**src/rtl/uart_prog_loader.sv**
```systemverilog
// uart_prog_loader: 8N1 UART image receiver that writes big-endian words into the instruction ROM
// Ports: clk, RST (async active-low); rx serial in; rom_we/rom_addr/rom_wdata ROM write port;
// cpu_rst_n holds the CPU in reset while loading or after a failed load; busy/done/err load status.
module uart_prog_loader #(
  parameter int CLK_HZ       = 100_000_000,
  parameter int BAUD         = 115200,
  parameter int ADDR_W       = 8,
  parameter int MAX_WORDS    = 64,
  parameter int TIMEOUT_CLKS = 10*CLK_HZ/100
) (
  input  logic              clk,
  input  logic              RST,
  input  logic              rx,
  output logic              rom_we,
  output logic [ADDR_W-1:0] rom_addr,
  output logic [31:0]       rom_wdata,
  output logic              cpu_rst_n,
  output logic              busy,
  output logic              done,
  output logic              err
);
  localparam int CPB = CLK_HZ/BAUD;
  localparam int CW  = $clog2(CPB);
  localparam int IW  = ADDR_W-2;
  localparam int TW  = $clog2(TIMEOUT_CLKS+1);
  typedef enum logic [1:0] {RX_IDLE, RX_START, RX_DATA, RX_STOP} rx_t;
  typedef enum logic [2:0] {L_IDLE, L_CNT, L_DATA, L_SUM, L_DONE, L_ERR} ld_t;
  rx_t           rs, rs_n;
  ld_t           ls, ls_n;
  logic [1:0]    sync;
  logic          rx_s, rx_d, tick, tick_h, byte_valid, frame_err;
  logic [CW-1:0] cnt;
  logic [2:0]    bit_i;
  logic [7:0]    sh, sum;
  logic [IW:0]   n, idx;
  logic [1:0]    bcnt;
  logic [23:0]   word;
  logic [TW-1:0] gap;
  logic          active, wlast, timeout;
  assign rx_s   = sync[1];
  assign tick_h = cnt == CW'(CPB/2-1);
  assign tick   = cnt == CW'(CPB-1);
  always_comb begin
    rs_n       = rs;
    byte_valid = 1'b0;
    frame_err  = 1'b0;
    case (rs)
      RX_IDLE:  rs_n = (rx_d & ~rx_s) ? RX_START : RX_IDLE;
      RX_START: if (tick_h) rs_n = rx_s ? RX_IDLE : RX_DATA;
      RX_DATA:  if (tick && bit_i == 3'd7) rs_n = RX_STOP;
      default: if (tick) begin
        rs_n       = RX_IDLE;
        byte_valid = rx_s;
        frame_err  = ~rx_s;
      end
    endcase
  end
  // cnt restarts on every state change so each phase times from its own entry
  always_ff @(posedge clk or negedge RST)
    if (!RST) begin
      sync  <= 2'b11;
      rx_d  <= 1'b1;
      rs    <= RX_IDLE;
      cnt   <= '0;
      bit_i <= '0;
      sh    <= '0;
    end else begin
      sync <= {sync[0], rx};
      rx_d <= rx_s;
      rs   <= rs_n;
      cnt  <= (rs_n != rs || tick) ? '0 : cnt + 1'b1;
      if (rs == RX_DATA && tick) begin
        sh    <= {rx_s, sh[7:1]};
        bit_i <= bit_i + 1'b1;
      end
    end
  assign active    = ls inside {L_CNT, L_DATA, L_SUM};
  assign wlast     = byte_valid && ls == L_DATA && bcnt == 2'd3;
  assign timeout   = active && !byte_valid && gap == TW'(TIMEOUT_CLKS-1);
  assign busy      = active;
  assign done      = ls == L_DONE;
  assign err       = ls == L_ERR;
  assign cpu_rst_n = !(active || err);
  always_comb begin
    ls_n = ls;
    case (ls)
      L_CNT:  if (byte_valid) ls_n = (sh == 8'd0 || int'(sh) > MAX_WORDS) ? L_ERR : L_DATA;
      L_DATA: if (wlast && idx + 1'b1 == n) ls_n = L_SUM;
      L_SUM:  if (byte_valid) ls_n = sh == sum ? L_DONE : L_ERR;
      default: if (byte_valid && sh == 8'hA5) ls_n = L_CNT;
    endcase
    if (active && (frame_err || timeout)) ls_n = L_ERR;
  end
  // the write strobe is registered, so it lands the cycle after the 4th byte of a word
  always_ff @(posedge clk or negedge RST)
    if (!RST) begin
      ls        <= L_IDLE;
      rom_we    <= 1'b0;
      rom_addr  <= '0;
      rom_wdata <= '0;
      n         <= '0;
      idx       <= '0;
      bcnt      <= '0;
      sum       <= '0;
      word      <= '0;
      gap       <= '0;
    end else begin
      ls     <= ls_n;
      rom_we <= wlast;
      gap    <= (byte_valid || !active) ? '0 : gap + 1'b1;
      if (ls == L_CNT && byte_valid) begin
        n    <= (IW+1)'(sh);
        idx  <= '0;
        bcnt <= '0;
        sum  <= '0;
      end
      if (ls == L_DATA && byte_valid) begin
        word <= {word[15:0], sh};
        sum  <= sum + sh;
        bcnt <= bcnt + 1'b1;
      end
      if (wlast) begin
        rom_addr  <= {idx[IW-1:0], 2'b00};
        rom_wdata <= {word, sh};
        idx       <= idx + 1'b1;
      end
    end
endmodule

```
**config.mk**
```make
export PLATFORM = sky130hd
export DESIGN_NAME = uart_prog_loader
export DESIGN_NICKNAME = d
export VERILOG_FILES = /design/src/rtl/uart_prog_loader.sv
export SDC_FILE = /design/constraint.sdc
export NUM_CORES = 1
export LEC_CHECK = 0
export CAP_MARGIN = 20
export CORE_ASPECT_RATIO = 0.75
export CORE_MARGIN = 2
export CORE_UTILIZATION = 45
export CTS_CLUSTER_DIAMETER = 40
export DETAILED_ROUTE_END_ITERATION = 6
export GPL_ROUTABILITY_DRIVEN = 1
export SLEW_MARGIN = 20
export SYNTH_ARGS = -nofsm -noshare
export SYNTH_HDL_FRONTEND = slang
export SYNTH_SLANG_ARGS = --single-unit
export TNS_END_PERCENT = 20
```
**constraint.sdc**
```tcl
create_clock -name clk -period 4.82 [get_ports clk]
set_input_delay 0.482 -clock clk [delete_from_list [all_inputs] [get_ports clk]]
set_output_delay 0.482 -clock clk [all_outputs]
set_load 0.01 [all_outputs]
```
* Yosys cells after proc, flatten, opt, wreduce, memory -nomap -nowiden
Index checks and enable logic that the tools add are counted.
Operators by class: add/subtract/negate cells 6, magnitude comparators 1, eq/ne operators 19, mux-type cells 26, bitwise gates (word level) 2, reduce and logical (&&, ||, !) cells 26
Operators with widths (number):
- 24-bit by 1-bit adder with 24-bit output, second input constant | 1
- 24-bit equality test, second input constant | 1
- 24-bit two-way mux | 1
- 3-bit two-way mux | 6
- 8-bit two-way mux | 2
- 7-bit two-way mux | 2
- 2-bit two-way mux | 6
- 10-bit by 1-bit adder with 10-bit output, second input constant | 1
- 10-bit equality test, second input constant | 1
- 10-bit by 9-bit equality test with 1-bit output, second input constant | 1
- 1-bit logical AND | 10
- 10-bit two-way mux | 1
- 3-bit equality test, second input constant | 3
- 3-bit one-hot mux with 3 select lines | 1
- 8-bit adder | 1
- 8-bit equality test | 1
- 8-bit equality test, second input constant | 1
- 8-bit by 7-bit > comparator with 1-bit output, second input constant | 1
- 8-bit zero test | 1
- 7-bit by 1-bit adder with 7-bit output, second input constant | 1
- 7-bit equality test | 1
- 3-bit by 2-bit equality test with 1-bit output, second input constant | 2
- 1-bit two-way mux | 6
- 3-bit by 2-bit != test with 1-bit output, second input constant | 2
- other kinds (18) | 26
Storage, ports and cells: flip-flop bits (word level) 140, input port bits 3, output and inout port bits 45, word-level logic and storage cells 96

* Longest topological paths before layout
Gate-level depths: netlist (run 1).
depth in word-level cells 10, gate-level depth with buffers 10, gate-level depth less buffers 8

* Worst setup path after synthesis (run 1)
OpenSTA, ideal clock, no wires.
kind flip-flop to flip-flop, start point register cnt[0], end point register sh[0], setup time 0.125 ns, arrival 1.863 ns, required time 4.695 ns, setup slack 2.832 ns, cell stages (with the launch flop) 9, path buffers 2, period minus slack after synthesis 1.988 ns, path through dfrtp_1 > ha_1 > and4bb_1 > and3_1 > buf_2 > nand2_1 > nor2_1 > buf_4 > mux2_2
On the way: word-level cells in the longest chain between the ends 2
Ends and longest elaborated chain:
- start: declaration | RTL line 32 | logic [CW-1:0] cnt;
- start signal: assignment | RTL line 71 | cnt <= (rs_n != rs || tick) ? '0 : cnt + 1'b1;
- 10-bit equality test | RTL line 42 | assign tick = cnt == CW'(CPB-1);
- 1-bit logical AND | RTL line 72 | if (rs == RX_DATA && tick) begin
- end signal: assignment | RTL line 73 | sh <= {rx_s, sh[7:1]};
- end: declaration | RTL line 34 | logic [7:0] sh, sum;
Every way passes these cells. A chain may end at the register's enable or synchronous reset.

* Worst setup path after layout (run 1)
start point register cnt[0], end point register idx[6]
On the way: word-level cells in the longest chain between the ends 6, elaborated cells on any way between the ends 8, those cells by class eq/ne: 1; mux: 3; reduce/logical: 4
Ends and longest elaborated chain:
- 10-bit equality test (*) | RTL line 42
- 1-bit two-way mux (*) | RTL line 51 | default: if (tick) begin
- 1-bit two-way mux (*) | RTL line 47 | case (rs)
- 1-bit logical AND (2 in a row) | RTL line 78 | assign wlast = byte_valid && ls == L_DATA && bcnt == 2'd3;
- 7-bit two-way mux or 2-bit nonzero test (tied branches)
- end signal: assignment | RTL line 125 | idx <= idx + 1'b1;
- end: declaration | RTL line 35 | logic [IW:0] n, idx;
Every way passes the cells marked *; elsewhere a longest branch is shown, timed or not.

==> out/metrics.cfg, run 1 <==
[detailed_routing]
firstDrtPassIters=4
detail_route.drc_violations=0
drtIter0Drc=279
route.met2.wl_mm=6.024
met3_length_um=491
viasPerCell=5.082
wl_per_cell_um=14.38
wl_met1_mm=6.859
routed_wirelength_mm=13.46
vias=4757
maxUsedRoutingLayer=met4
ant_nets=0

[timing]
setup-tns-final_ns=0
finalCritPeriodShare=0.5833
period_minus_slack_ns=2.811
finalHoldWorstSlack_ns=0.1003
max_clock_freq_mhz=355.7
slew_violations=0
tightest_slew_ns=0.8611
max_slew_margin=0.4245
hold_viol=0
final-setup-viol-count=0
rsz0062_at_grt=no
clock_skew_ns=0.01190

[grt]
grt_pass1_wl_mm=23.38
grt_pass1_vias=4733
grt_start_max_net_pins=86
gr-total-overflow=0
grt_antenna_before_repair=0
grt_usage=0.1928

[synthesis]
async_reset_ff_frac=1.000
synth_top_area_share=0.5265
syn_inst=681
synth.most_common_cell=nand2_1
ys_ff_latch=140
synth_edf_count=0
synth_top_family_by_area=simple AND/OR/NAND/NOR gates
synth_flop_cell=dfrtp_1
ys_top_cells_by_area=dfrtp_1 (53%), nand2_1 (13%), xnor2_1 (3.1%)
yosys.area_share.simple=0.2684
ys_types=65
ys_seq_area_frac=0.5386
synth.mux.area_fraction=0.01883
yosys.area.top_type=dfrtp_1
synth_compound_area_frac=0.05496
ys_warn_count=0
synthAdderAreaFrac=0.02998
syn_area_per_cell_um2=9.561
syn_area_um2=6511
synth_xor_area_frac=0.05784
synth_common_cells=nand2_1 (232), dfrtp_1 (137), nor2_1 (53)

[clock_network]
path_clk_slew_ns=0.07
cts_resized=0
clk_latency_ns=0.42
cts_buffers=17
holdBufCountCts=0
clockBufferDepth=2
cts_setup_buffers=0
clockRootBuffer=clkbuf_16
cts_tree=done
htreeDepth=4
clkSinkCount=140

[power_and_ir_drop]
p_leak_nw=3.711
power_density_nw_per_um2=337.0
ir_drop_mv=0.2451

[floorplan]
fp.coreArea_um2=14310
die-area_um2=15460
die_h_um=108.2
die_w_um=142.9
io_pins=48
rows=38
initial_core_util=0.4550

[setup_path]
startpoint_type=register
required_ns=5.11
reg2reg_from=cnt[0]$_DFF_PN0_
crit_start=cnt[0]$_DFF_PN0_
critPathCaptureType=register
critPathMaxFanout=23
arrival_ns=3.11
path_class=reg -> reg

[finish]
drive_gt1_frac=0.09239
final_core_util=0.5354
fin_nets=741
diodes=0
areaGrowthSynthToFinish_pct=17.68

[place]
dpl.hpwl_mm=8.853
io_buffers=45
place.gp.congestion=0.8127

[min_path]
hp-class=in -> async

[status]
status=finished clean

[job]
cap_viol_max_count=0

==> path summary, 6_finish.rpt <==
path / to / slack (ns) / cells after the start
worst min register to register: sync[1]$_DFF_PN1_ / 0.36 / 0
worst max-delay path: idx[6]$_DFFE_PN0P_ / 2.01 / 8
min in group clk: sync[1]$_DFF_PN1_ / 0.36 / 0
worst max register to register: idx[6]$_DFFE_PN0P_ / 2.01 / 8
max in group asynchronous: n[0]$_DFFE_PN0P_ / 3.52 / 2
worst min-delay path: gap[15]$_DFF_PN0_ / 0.10 / 1
==> metal layers <==
metal	track usage	vias up
li1	-	2331
met5	0	-
met4	0.04809	0
met1	0.2789	2334
met2	0.2854	84
met3	0.05757	8
==> state kept, by name (all words and copies together) (netlist names), 2 cells and up <==
signal	flops
sh	8
rom_addr	6
rs	2
cnt	10
bcnt	2
gap	24
sum	8
word	24
bit_i	3
rom_wdata	32
idx	7
sync	2
n	7
ls	3
==> power breakdown <==
group	switching, W	leakage [nW]	internal, W	total, W
clock network	0.000512	0.267	0.000727	0.00124
registers	0.0000357	1.93	0.00121	0.00124
logic	0.0000592	1.52	0.0000409	0.000100
==> layout by cell type (no fill, tap or decap), drive strengths merged, types with 9 or more instances in the layout <==
cell and instances:
a21oi 10, ha 14, o21ai 25, mux2 10, nand3 20, clkbuf 20, dfrtp 137, xor2 20
xnor2 23, inv 13, nand2 232, nand4 9, nor2 54, clkdlybuf4s50 44, and3 9
==> critical path: stages, from the launching register on <==
cell	delay, ns
dfrtp_1	0.41
ha_1	0.23
and4bb_1	0.26
and3_1	0.33
and4_1	0.77
buf_4	0.38
and2_0	0.15
o21ai_0	0.07
o31ai_1	0.10
==> cells by family after synthesis <==
kind of cell / Yosys count
muxes: 11
DFF: 140
xor gates and xnor gates: 43
and+or+nand+nor: 377
adders and majority gates: 15
AOI/OAI and AO/OA: 56
other: 1
buffers and inverters: 38
==> per-stage QoR <==
step                cells  setup WS, ns  power (W)  cell area, um2
CTS                   936         1.999   0.002615            7655
global placement      904         2.146   0.001364            7093
global route          936         1.732   0.002686            7662
detailed placement    904         2.030   0.001367            7093
floorplan             682         2.832   0.001323            6515
finish                936         2.009   0.002582            7662
==> area by class of cell <==
cell class                      count  area (um2)
Tap cell                          200       250.2
Multi-Input combinational cell    504        2820
Inverter                           11       41.29
Fill cell                        1292        6649
Clock buffer                       20       446.7
Timing Repair Buffer               49       481.7
Clock inverter                     12       115.1
Sequential cell                   140        3507
(Power assumes the default switching activity.)
==> run 2, diff against run 1 <==
--- a/config.mk
+++ b/config.mk
@@ -12,6 +12,7 @@
 export CTS_CLUSTER_DIAMETER = 40
 export DETAILED_ROUTE_END_ITERATION = 6
 export GPL_ROUTABILITY_DRIVEN = 1
+export PLACE_DENSITY = 0.66
 export SLEW_MARGIN = 20
 export SYNTH_ARGS = -nofsm -noshare
 export SYNTH_HDL_FRONTEND = slang
==> constraint.sdc (replaced) <==
create_clock -name clk -period 2.49 [get_ports clk]
set_input_delay 0.249 -clock clk [delete_from_list [all_inputs] [get_ports clk]]
set_output_delay 0.249 -clock clk [all_outputs]
set_load 0.01 [all_outputs]
==> out/metrics.cfg, run 2 (synthesized netlist as in run 1, its figures left out) <==
[detailed_routing]
detail_route.drc_violations=0  ; unchanged
viasPerCell=5.028  ; -1.1%
wl_per_cell_um=13.90  ; -3.4%
ant_nets=0  ; unchanged
routed_wirelength_mm=13.11  ; -2.6%
drtIter0Drc=314  ; +13%
firstDrtPassIters=4  ; unchanged
vias=4741  ; -0.34%

[finish]
largest_register_ffs=32  ; unchanged
layout_common_cells=nand2_1 (232), dfrtp_1 (137), nor2_1 (53), clkdlybuf4s50_1 (44), o21ai_0 (24)
areaGrowthSynthToFinish_pct=18.66
largest-register=rom_wdata
drive_gt1_frac=0.09287  ; +0.0004755
design_area_um2=7726  ; +0.83%
fin_nets=748  ; +0.94%
final_common_cell=nand2_1
diodes=0  ; unchanged
top_regs=rom_wdata (32), gap (24), word (24)
final_core_util=0.5399  ; +0.004459

[floorplan]
die_w_um=142.9  ; unchanged
io_pins=48  ; unchanged
die_h_um=108.2  ; unchanged
initial_core_util=0.4550  ; unchanged
rows=38  ; unchanged
fp.coreArea_um2=14310  ; unchanged
die-area_um2=15460  ; unchanged

[power_and_ir_drop]
p_leak_nw=3.764  ; +1.4%
power_density_nw_per_um2=652.1  ; +93%
combPwrFrac=0.039  ; about the same
seqPwrFrac=0.479  ; -0.002
p_sw_w=0.001097  ; +81%
totalPowerFinal_w=0.005038  ; +95%
p_int_w=0.003941  ; +99%
ir_drop_mv=0.4770  ; +95%
swShare=0.2177  ; -0.01712
clkPwrFrac=0.482  ; +0.002

[setup_path]
crit_start=cnt[0]$_DFF_PN0_
r2r-end=idx[6]$_DFFE_PN0P_
arrival_ns=2.55  ; -0.56 ns
crit_slowest_cell=dfrtp_1
reg2reg_from=cnt[0]$_DFF_PN0_
max_stage_delay_ns=0.41  ; -0.36 ns
startpoint_type=register
critPathCaptureType=register
cpLargestDelayFamily=simple AND/OR/NAND/NOR gates
endpoint=idx[6]$_DFFE_PN0P_
required_ns=2.81  ; -2.30 ns
worst_r2r_path_depth=8  ; unchanged
cp_num_buf_inv=1  ; unchanged
critPathMaxFanout=15  ; -35%
path_class=reg -> reg
worstPathCellList=ha_1 > and4bb_1 > and3_1 > and4_1 > buf_4 > and2_0 > o21ai_0 > o31ai_1
cp.depth=8  ; unchanged
r2r_setup_slack_ns=0.26  ; -1.75 ns

[grt]
grt_start_max_net_pins=82  ; -4.7%
grt_usage=0.1858  ; -0.007005
grt_pass1_wl_mm=22.45  ; -4.0%
gr-total-overflow=0  ; unchanged
grt_antenna_before_repair=0  ; unchanged
grt_pass1_vias=4543  ; -4.0%

[timing]
finalCritPeriodShare=0.8944  ; +0.3111
tightest_slew_ns=0.7282  ; -0.1330 ns
clock_skew_ns=0.008474  ; -0.003422 ns
hold_viol=0  ; unchanged
final-setup-viol-count=0  ; unchanged
period_minus_slack_ns=2.227  ; -0.5844 ns
max_clock_freq_mhz=449.0  ; +26%
slew_violations=0  ; unchanged
rsz0062_at_grt=no
finalHoldWorstSlack_ns=0.2290  ; +0.1287 ns
max_slew_margin=0.5128  ; +0.08824
setup-tns-final_ns=0  ; unchanged

[clock_network]
clockBufferDepth=2  ; unchanged
cts_resized=0  ; unchanged
htreeDepth=4  ; unchanged
clkSinkCount=140  ; unchanged
clk_latency_ns=0.41  ; about the same
cts_tree=done
path_clk_slew_ns=0.06  ; about the same
clockRootBuffer=clkbuf_16
cts_buffers=17  ; unchanged

[place]
dpl.hpwl_mm=8.843  ; -0.12%
place.gp.congestion=0.8096  ; -0.38%
io_buffers=45  ; unchanged
dpl_cell_area_um2=7151  ; +0.81%

[status]
status=finished clean

[job]
cap_viol_max_count=0  ; unchanged

[min_path]
hp-class=in -> async

-- run 2: per-layer routing --
| layer | vias up | share of wire | global-route usage |
|---|---|---|---|
| met5 | - | 0 | 0 |
| met2 | 66 | 0.44 | 0.2706 |
| met3 | 9 | 0.036 | 0.05314 |
| met4 | 0 | 0.0067 | 0.05233 |
| li1 | 2353 | - | - |
| met1 | 2313 | 0.51 | 0.2719 |
-- run 2: repair_timing --
item | in CTS | in global routing
hold endpoints to repair | 16 | 0
hold buffers | 1 | 0
endpoints found under the setup margin | 0 | 0
setup buffers | 0 | 0
-- run 2: worst min-delay path by stage --
stage,from,end,slack [ns],cells after the start
2_1_floorplan,RST,bcnt[0]$_DFFE_PN0P_,-0.05,0
3_3_place_gp,RST,bit_i[0]$_DFFE_PN0P_,0.09,1
3_5_place_dp,RST,bit_i[1]$_DFFE_PN0P_,0.1,1
4_1_cts,RST,bit_i[1]$_DFFE_PN0P_,0.22,2
5_1_grt,rx,sync[0]$_DFF_PN1_,0.22,1
6_report,RST,bit_i[1]$_DFFE_PN0P_,0.23,2
-- run 2: cell type report --
class	instances	area, um2
inverter	11	41.29
clock inverter	8	93.84
timing repair buffer	56	549.3
tap	200	250.2
clock buffer	24	471.7
multi-input combinational	504	2813
fill	1268	6585
sequential	140	3507
-- run 2: power groups by stage --
stage | sequential, W | clock, W | combinational (W)
floorplan | 0.00243 | 0 | 0.000128
global placement | 0.00245 | 0 | 0.000194
detailed placement | 0.00245 | 0 | 0.000202
CTS | 0.00241 | 0.00249 | 0.000205
global route | 0.00242 | 0.00259 | 0.000232
finish | 0.00241 | 0.00243 | 0.000198
-- run 2: per-stage QoR --
step	setup slack, ns	cells
3_3_place_gp	0.3255	910
4_1_cts	0.2712	943
5_1_grt	0.01411	943
3_5_place_dp	0.2778	910
2_1_floorplan	0.5020	682
6_report	0.2631	943
==> run 3, diff against run 2 <==
--- a/config.mk
+++ b/config.mk
@@ -5,13 +5,14 @@
 export SDC_FILE = /design/constraint.sdc
 export NUM_CORES = 1
 export LEC_CHECK = 0
-export CAP_MARGIN = 20
 export CORE_ASPECT_RATIO = 0.75
 export CORE_MARGIN = 2
 export CORE_UTILIZATION = 45
 export CTS_CLUSTER_DIAMETER = 40
+export CTS_CLUSTER_SIZE = 14
 export DETAILED_ROUTE_END_ITERATION = 6
 export GPL_ROUTABILITY_DRIVEN = 1
+export MAX_ROUTING_LAYER = met4
 export PLACE_DENSITY = 0.66
 export SLEW_MARGIN = 20
 export SYNTH_ARGS = -nofsm -noshare
==> out/metrics.cfg, run 3 (synthesized netlist as in run 1, its figures left out) <==
[status]
status=finished clean

[power_and_ir_drop]
totalPowerFinal_w=0.005038  ; about the same
p_sw_w=0.001097  ; about the same
p_leak_nw=3.764  ; unchanged
seqPwrFrac=0.479  ; about the same
combPwrFrac=0.039  ; about the same
clkPwrFrac=0.482  ; about the same
swShare=0.2177  ; about the same
power_density_nw_per_um2=652.0  ; about the same
ir_drop_mv=0.4808  ; +0.79%
p_int_w=0.003941  ; about the same

[setup_path]
cpLargestDelayFamily=simple AND/OR/NAND/NOR gates
critPathCaptureType=register
cp_num_buf_inv=1  ; unchanged
crit_slowest_cell=dfrtp_1
path_class=reg -> reg
arrival_ns=2.50  ; -0.05 ns
max_stage_delay_ns=0.42  ; about the same
worstPathCellList=ha_1 > and4bb_1 > and3_1 > nand4_2 > buf_4 > nor2_1 > o21ai_0 > o31ai_1
critPathMaxFanout=45  ; +30
required_ns=2.77  ; -0.04 ns
startpoint_type=register

[floorplan]
fp.coreArea_um2=14310  ; unchanged
die_h_um=108.2  ; unchanged
die_w_um=142.9  ; unchanged
initial_core_util=0.4550  ; unchanged
rows=38  ; unchanged
io_pins=48  ; unchanged
die-area_um2=15460  ; unchanged

[timing]
clock_skew_ns=0.01125  ; +0.002778 ns
hold_viol=0  ; unchanged
finalCritPeriodShare=0.8950  ; about the same
slew_violations=0  ; unchanged
tightest_slew_ns=0.7179  ; -0.01029 ns
rsz0062_at_grt=no
setup-tns-final_ns=0  ; unchanged
max_slew_margin=0.5197  ; +0.006886
period_minus_slack_ns=2.228  ; +0.001531 ns
max_clock_freq_mhz=448.7  ; about the same
final-setup-viol-count=0  ; unchanged

[clock_network]
holdBufCountCts=1  ; unchanged
path_clk_slew_ns=0.06  ; about the same
cts_tree=done
clockRootBuffer=clkbuf_16
clkSinkCount=140  ; unchanged
clk_latency_ns=0.42  ; about the same
cts_setup_buffers=0  ; unchanged
htreeDepth=4  ; unchanged
cts_resized=0  ; unchanged
cts_buffers=17  ; unchanged
clockBufferDepth=2  ; unchanged

[detailed_routing]
detail_route.drc_violations=0  ; unchanged
vias=4754  ; +0.27%
routed_wirelength_mm=13.12  ; +0.11%
viasPerCell=5.041  ; +0.27%
firstDrtPassIters=5  ; +1
drtIter0Drc=309  ; -1.6%
ant_nets=0  ; unchanged
wl_per_cell_um=13.91  ; +0.11%

[grt]
grt_pass1_wl_mm=22.45  ; about the same
grt_antenna_before_repair=0  ; unchanged
grt_pass1_vias=4548  ; +0.11%
gr-total-overflow=0  ; unchanged
grt_usage=0.1917  ; +0.005922
grt_start_max_net_pins=82  ; unchanged

[place]
dpl.hpwl_mm=8.843  ; unchanged
place.gp.congestion=0.8215  ; +1.5%
io_buffers=45  ; unchanged

[finish]
fin_nets=748  ; unchanged
areaGrowthSynthToFinish_pct=18.66  ; unchanged
layout_common_cells=nand2_1 (232), dfrtp_1 (137), nor2_1 (53), clkdlybuf4s50_1 (44), o21ai_0 (24)
fillers=1268  ; unchanged
top_regs=rom_wdata (32), gap (24), word (24)
largest_register_ffs=32  ; unchanged
drive_gt1_frac=0.09287  ; unchanged
largest-register=rom_wdata
diodes=0  ; unchanged
final_common_cell=nand2_1

[min_path]
hp-class=in -> async

[job]
cap_viol_max_count=0  ; unchanged

==> run 3: cell counts in the layout (fill, tap and decap cells not counted) <==
No cell type changed its count.
==> run 3: worst paths after layout <==
path | from | endpoint | slack, ns | depth (start not counted)
max | cnt[0]$_DFF_PN0_ | idx[3]$_DFFE_PN0P_ | 0.26 | 8
min | RST | bit_i[1]$_DFFE_PN0P_ | 0.22 | 2
max reg2reg | cnt[0]$_DFF_PN0_ | idx[3]$_DFFE_PN0P_ | 0.26 | 8
min reg2reg | sync[0]$_DFF_PN1_ | sync[1]$_DFF_PN1_ | 0.36 | 0
max in group asynchronous | RST | word[13]$_DFFE_PN0P_ | 1.49 | 3
min in group clk | rx | sync[0]$_DFF_PN1_ | 0.23 | 1
==> run 3: power by group through the flow <==
stage / logic, W / registers (W) / clock network (W)
final: 0.000198 / 0.00241 / 0.00243
after global routing: 0.000232 / 0.00242 / 0.00259
after CTS: 0.000205 / 0.00241 / 0.00249
after detailed placement: 0.000202 / 0.00245 / 0
after global placement: 0.000194 / 0.00245 / 0
after floorplan: 0.000128 / 0.00243 / 0
==> run 3: area by class of cell <==
cell class	count	area, um2	share of cell area
sequential	140	3507	0.4539
clock inverter	8	93.84	0.01215
timing repair buffer	56	549.3	0.07109
inverter	11	41.29	0.005344
tap	200	250.2	0.03239
multi-input combinational	504	2813	0.3640
clock buffer	24	471.7	0.06105
==> run 3: worst register-to-register path, stage by stage, from the launching register on <==
cell and delay, ns:
dfrtp_1 0.42, ha_1 0.25, and4bb_1 0.25, and3_1 0.28, nand4_2 0.11, buf_4 0.40, nor2_1 0.13, o21ai_0 0.15
o31ai_1 0.09
==> run 3: metal layers <==
layer  global-route usage  up-vias  routed length (um)
met3              0.04694       15                 506
met4              0.06294        0                 155
met1               0.2722     2310                6680
li1                     -     2354                   -
met2               0.2709       75                5779
met5                    -        -                   0
==> run 3: per-stage QoR <==
stage	setup slack [ns]	hold slack (ns)	std cells	cell area [um2]	util
2_1_floorplan	0.5020	-0.04659	682	6515	-
6_report	0.2615	0.2213	943	7726	0.5399
3_3_place_gp	0.3255	0.09028	910	7151	0.4997
4_1_cts	0.2712	0.2162	943	7726	0.5399
3_5_place_dp	0.2778	0.09551	910	7151	0.4997
5_1_grt	0.01220	0.2238	943	7726	0.5399
==> RTL edit 1, RTL diff (flow settings as in run 3) <==
Register the input `rx` before use, with the module's reset. The logic sees it one clock later.
--- a/src/rtl/uart_prog_loader.sv
+++ b/src/rtl/uart_prog_loader.sv
@@ -25,6 +25,17 @@
   localparam int TW  = $clog2(TIMEOUT_CLKS+1);
   typedef enum logic [1:0] {RX_IDLE, RX_START, RX_DATA, RX_STOP} rx_t;
   typedef enum logic [2:0] {L_IDLE, L_CNT, L_DATA, L_SUM, L_DONE, L_ERR} ld_t;
+
+  logic rx_q;
+
+  always_ff @(posedge clk or negedge RST) begin
+    if (!RST) begin
+      rx_q <= '0;
+    end else begin
+      rx_q <= rx;
+    end
+  end
+
   rx_t           rs, rs_n;
   ld_t           ls, ls_n;
   logic [1:0]    sync;
@@ -65,7 +76,7 @@
       bit_i <= '0;
       sh    <= '0;
     end else begin
-      sync <= {sync[0], rx};
+      sync <= {sync[0], rx_q};
       rx_d <= rx_s;
       rs   <= rs_n;
       cnt  <= (rs_n != rs || tick) ? '0 : cnt + 1'b1;
Behaviour: no difference found for any inputs over 10 cycles, from zero or initial values and one cycle with RST low; that may be too few to reach the edited logic, so the function may still have changed.
==> RTL edit 1 against run 3 <==
Count of clock-buffer cells in the layout shrank 5. Total power grew 4.8%. Sequential cell count grew 1. Worst setup slack lost 0.069 ns. Via count grew 0.53%. Cell count shrank 0.42%. Core utilization grew 0.92 points. Routed wire length grew 3.8%. Cell area grew 1.7%. Synthesized area grew 0.13%. Clock power grew 11%. Critical path type unchanged. Critical endpoint is now idx[4]. Largest cell class unchanged.
==> RTL edit 1: results (changes against run 3) <==
stage,metric,value,unit,change
hold_path,hold_path_class,input port to flop,,
logic_synthesis,postSynth.asyncResetShare,1.00,,unchanged
clock_tree,htreeDepth,4,,unchanged
logic_synthesis,ys_seq_area_frac,0.542,,+0.00311
status,status,"complete, no violations",,
clock_tree,clkSlewWorstSetupHoldPaths,0.06,ns,about the same
sta,finalSetupViolations,0,,unchanged
cells_and_area,top_regs,"rom_wdata: 32 flops, gap: 24 flops, word: 24 flops",,
cells_and_area,fillers,1245,,-1.8%
placed_design,hpwl,9.01,mm,+1.9%
global_route,grt_max_degree,66,,-20%
logic_synthesis,ys_types,62,,-4.6%
drt,post_drt_wl_per_cell,14.5,um,+4.3%
global_route,grt_pass1_vias,4608,,+1.3%
clock_tree,worstSkewPairLatency,0.42,ns,about the same
logic_synthesis,synth_common_cells,"nand2_1 (221), dfrtp_1 (138), nor2_1 (44)",,
global_route,antenna_found_initial,0,,unchanged
clock_tree,root_buffer,clkbuf_16,,
power,leakagePower,0.00378,uW,+0.47%
power,switching_share,0.219,,+0.00126
logic_synthesis,yosysWarnings,0,,unchanged
placed_design,place_congestion,0.874,,+6.4%
drt,drtPass1Iterations,5,,unchanged
global_route,grt_pass1_wl,23.0,mm,+2.6%
clock_tree,cts_buffers,17,,unchanged
power,ir_drop,0.449,mV,-6.7%
global_route,grt_use_total,0.197,,+0.00548
sta,worst_pin_slew,0.735,ns,+0.0167 ns
cells_and_area,final_nets,744,,-0.53%
placed_design,port-buffer-count,45,,unchanged
logic_synthesis,yosysTopAreaCell,dfrtp_1,,
logic_synthesis,synthMostInstantiatedCell,nand2_1,,
drt,vias,4779,,+0.53%
logic_synthesis,yosys-top-cells-area,"dfrtp_1 (53%), nand2_1 (13%), xnor2_1 (2.8%)",,
cells_and_area,drive_gt1_frac,0.107,,+0.0140
sta,finalClockSkew,0.00819,ns,-0.00307 ns
clock_tree,cts_setup_buffers,0,,unchanged
clock_tree,clk_path_buf_depth,2,,unchanged
placed_design,place_ws,0.234,ns,-0.0434 ns
setup_path,path_max_fanout,10,,-78%
drt,drt_iter0_markers,364,,+18%
cells_and_area,diodes,0,,unchanged
## RTL edit 1: worst paths after layout
| kind | start | to | slack (ns) | cells past startpoint |
|---|---|---|---|---|
| setup reg to reg | cnt[0] | idx[4] | 0.19 | 7 |
| min in group asynchronous | RST | cnt[0] | 0.39 | 2 |
| setup / recovery | cnt[0] | idx[4] | 0.19 | 7 |
| hold reg to reg | rx_q | sync[0] | 0.35 | 0 |
| hold / removal | rx | rx_q | 0.27 | 1 |
| max in group asynchronous | RST | rom_wdata[23] | 1.41 | 3 |
## RTL edit 1: metal layers
metal / GRT usage / routed length [um]
met5: - / 0
met4: 0.0523 / 157
met3: 0.0496 / 493
met2: 0.287 / 6260
met1: 0.277 / 6720
## RTL edit 1: kinds of logic (layout without fill, tap and decap cells)
logic type / Yosys count / in the layout / synth area share
simple gates: 359 / 359 / 0.254
flops: 141 / 141 / 0.542
compound gates: 59 / 59 / 0.0572
xor+xnor: 41 / 41 / 0.0551
buf+inv: 38 / 103 / 0.0292
mux: 19 / 19 / 0.0324
fa+ha+maj: 15 / 15 / 0.0299
other cells: 1 / 2 / 0.000575
## RTL edit 1: power groups by stage
stage	Clock, uW	Sequential (uW)	Combinational, uW
2_1_floorplan	0	2420	107
3_3_place_gp	0	2440	165
3_5_place_dp	0	2440	174
4_1_cts	2740	2410	177
5_1_grt	2860	2410	202
6_report	2690	2410	174
## RTL edit 1: final cells by class
class | count | area [sq um] | area share
clock buffer | 19 | 443 | 0.0564
clock inverter | 13 | 189 | 0.0240
inverter | 10 | 37.5 | 0.00478
multi-input combinational | 495 | 2810 | 0.357
sequential | 141 | 3530 | 0.450
tap | 200 | 250 | 0.0318
timing repair buffer | 61 | 599 | 0.0763
## RTL edit 1: repair_timing
item | 4_1_cts | 5_1_grt
hold endpoints to repair | 58 | 0
resized for setup | 0 | 0
hold buffers | 1 | 0
setup endpoints to repair | 0 | 3
## RTL edit 1: worst max-delay path: stages (launching register included)
cell	delay, ns
dfrtp_1	0.41
ha_1	0.26
and4bb_2	0.34
nand4_4	0.21
nor3_4	0.44
nor2_1	0.20
o21ai_0	0.21
o31ai_1	0.10
## RTL edit 1: per-stage QoR
stage,hold slack [ns],power [uW],utilization,cell area (sq um),cells
after floorplan,-0.0466,2530,-,6520,674
after global placement,0.279,2600,0.504,7220,906
after detailed placement,0.293,2620,0.504,7220,906
after CTS,0.258,5330,0.549,7860,939
after global routing,0.264,5470,0.549,7860,939
final,0.269,5280,0.549,7860,939
==> RTL edit 2, RTL diff (config.mk and constraints of run 3) <==
Made on the original files. Change the parameter `ADDR_W` from 8 to 10.
--- a/src/rtl/uart_prog_loader.sv
+++ b/src/rtl/uart_prog_loader.sv
@@ -4,7 +4,7 @@
 module uart_prog_loader #(
   parameter int CLK_HZ       = 100_000_000,
   parameter int BAUD         = 115200,
-  parameter int ADDR_W       = 8,
+  parameter int ADDR_W       = 10,
   parameter int MAX_WORDS    = 64,
   parameter int TIMEOUT_CLKS = 10*CLK_HZ/100
 ) (
Interface: changed (resized rom_addr); port bits go from 48 to 50. The function was not compared with the original's and may differ.
==> RTL edit 2 against run 3 <==
Total power rose by 4.2%. Cell count is 2.9% higher. Synthesized area is 3.2% higher. Die area rose by 3.1%. Count of clock-buffer cells in the layout fell by 5. Routed wire length grew 6.3%. Core utilization grew 1.5 points. Sequential cell count is 5 higher. Worst setup slack lost 0.065 ns. Cell area grew 4.5%. Critical path type unchanged. Critical endpoint is now idx[6]. Largest power group unchanged.
==> RTL edit 2: results (changes against run 3) <==
stage,metric,value,unit,change
drt,drt_wl_total,14.0,mm,+6.3%
global_route,grt_max_degree,61,,-26%
sta,maxSlewHeadroom,0.477,,-0.0429
cells_and_area,final_nets,775,,+3.6%
setup_path,slowest_delay,0.45,ns,+0.03 ns
drt,viasPerCell,5.15,,+2.1%
logic_synthesis,yosysWarnings,0,,unchanged
setup_path,slowest_stage,nor4_4,,
logic_synthesis,synth_common_cells,"nand2_1 (238), dfrtp_1 (142), nor2_1 (53)",,
placed_design,port-buffer-count,47,,+4.4%
placed_design,place_inst,937,,+3.0%
setup_path,reg2reg_from,cnt[0],,
clock_tree,clk_path_buf_depth,2,,unchanged
cells_and_area,diodes,0,,unchanged
global_route,antenna_found_initial,0,,unchanged
hold_path,worstHoldEndpoint,sync[0],,
sta,finalClockSkew,0.0126,ns,+0.00138 ns
logic_synthesis,ys_types,58,,-11%
global_route,grt_use_total,0.191,,-0.000948
setup_path,rrSetupSlack,0.20,ns,-0.07 ns
clock_tree,cts_buffers,17,,unchanged
drt,drt_iter0_markers,500,,+62%
placed_design,hpwl,9.51,mm,+7.6%
logic_synthesis,syn_inst,702,,+3.1%
global_route,grt_pass1_vias,4759,,+4.6%
logic_synthesis,yosys-top-cells-area,"dfrtp_1 (53%), nand2_1 (13%), xnor2_1 (3.3%)",,
hold_path,hold_path_class,input port to flop,,
power,ir_drop,0.426,mV,-11%
cells_and_area,stdcell_count,970,,+2.9%
status,status,"complete, no violations",,
clock_tree,htreeDepth,4,,unchanged
setup_path,r2r-end,idx[6],,
cells_and_area,top_regs,"rom_wdata: 32 flops, gap: 24 flops, word: 24 flops",,
logic_synthesis,ys_seq_area_frac,0.540,,+0.00187
global_route,grt_pass1_wl,23.5,mm,+4.6%
hold_path,hp-start,rx,,
placed_design,place_congestion,0.891,,+8.4%
logic_synthesis,synth_flop_cell,dfrtp_1,,
hold_path,hold_depth,1,,
setup_path,reg2reg_depth,8,,unchanged
logic_synthesis,postSynth.asyncResetShare,1.00,,unchanged
drt,final_antenna_net_count,0,,unchanged
global_route,grt_overflow_total,0,,unchanged
cells_and_area,drive_gt1_frac,0.110,,+0.0175
power,leakagePower,0.00388,uW,+3.0%
clock_tree,root_buffer,clkbuf_16,,
drt,drtPass1Iterations,5,,unchanged
power,switching_share,0.235,,+0.0173
clock_tree,clkSlewWorstSetupHoldPaths,0.06,ns,about the same
setup_path,path_max_fanout,26,,-42%
clock_tree,worstSkewPairLatency,0.42,ns,about the same
-- RTL edit 2: timing repair --
item                                    4_1_cts  5_1_grt
endpoints found under the hold margin        56        0
hold buffers                                  1        0
setup buffers                                 0        0
resized for setup                             0        2
endpoints found under the setup margin        0        3
-- RTL edit 2: power by group through the flow --
stage	sequential (uW)	combinational [uW]	clock (uW)
3_5_place_dp	2530	230	0
2_1_floorplan	2510	158	0
4_1_cts	2490	233	2590
3_3_place_gp	2530	223	0
5_1_grt	2500	264	2700
6_report	2490	225	2530
-- RTL edit 2: worst reg2reg max path, delay by kind of cell (launching register included) --
| family | cells | cell delay [ns] |
|---|---|---|
| buffers and inverters | 1 | 0.25 |
| AND/OR/NAND/NOR | 4 | 0.95 |
| adder cells (fa/ha/maj) | 1 | 0.29 |
| AO/OA/AOI/OAI | 2 | 0.30 |
| flip-flops | 1 | 0.42 |
-- RTL edit 2: metrics by stage --
stage | utilization | hold slack [ns] | setup WS (ns) | cell area (sq um)
finish | 0.555 | 0.235 | 0.196 | 8070
CTS | 0.555 | 0.222 | 0.148 | 8070
global placement | 0.513 | 0.257 | 0.265 | 7460
floorplan | - | -0.0466 | 0.425 | 6720
detailed placement | 0.513 | 0.271 | 0.160 | 7460
global route | 0.555 | 0.221 | 0.00128 | 8070
-- RTL edit 2: kinds of logic after synthesis --
| family | Yosys count | synth area share |
|---|---|---|
| XOR/XNOR | 48 | 0.0626 |
| multiplexers | 20 | 0.0333 |
| buffers and inverters | 38 | 0.0274 |
| other | 1 | 0.000558 |
| adder cells (fa/ha/maj) | 15 | 0.0290 |
| flip-flops | 145 | 0.540 |
| AND/OR/NAND/NOR | 377 | 0.251 |
| AO/OA/AOI/OAI | 58 | 0.0555 |
-- RTL edit 2: worst max-delay path by stage --
stage / start / slack, ns / to
after floorplan: idx[0] / 0.42 / ls[0]
after global placement: cnt[0] / 0.26 / ls[2]
after detailed placement: cnt[0] / 0.16 / ls[2]
after CTS: cnt[0] / 0.15 / ls[2]
after global routing: cnt[0] / 0.001 / idx[6]
final: cnt[0] / 0.20 / idx[6]
-- RTL edit 2: layer usage --
layer	global-route usage	vias to the layer above	routed length (um)
met4	0.0518	0	125
met1	0.275	2432	7080
met5	-	-	0
met2	0.269	110	6160
met3	0.0481	8	586
li1	-	2441	-
-- RTL edit 2: cell type report --
type	instances	area (sq um)
sequential	145	3630
timing repair buffer	65	647
clock buffer	19	443
fill	1259	6480
tap	200	250
multi-input combinational	520	2920
inverter	8	30.0
clock inverter	13	151
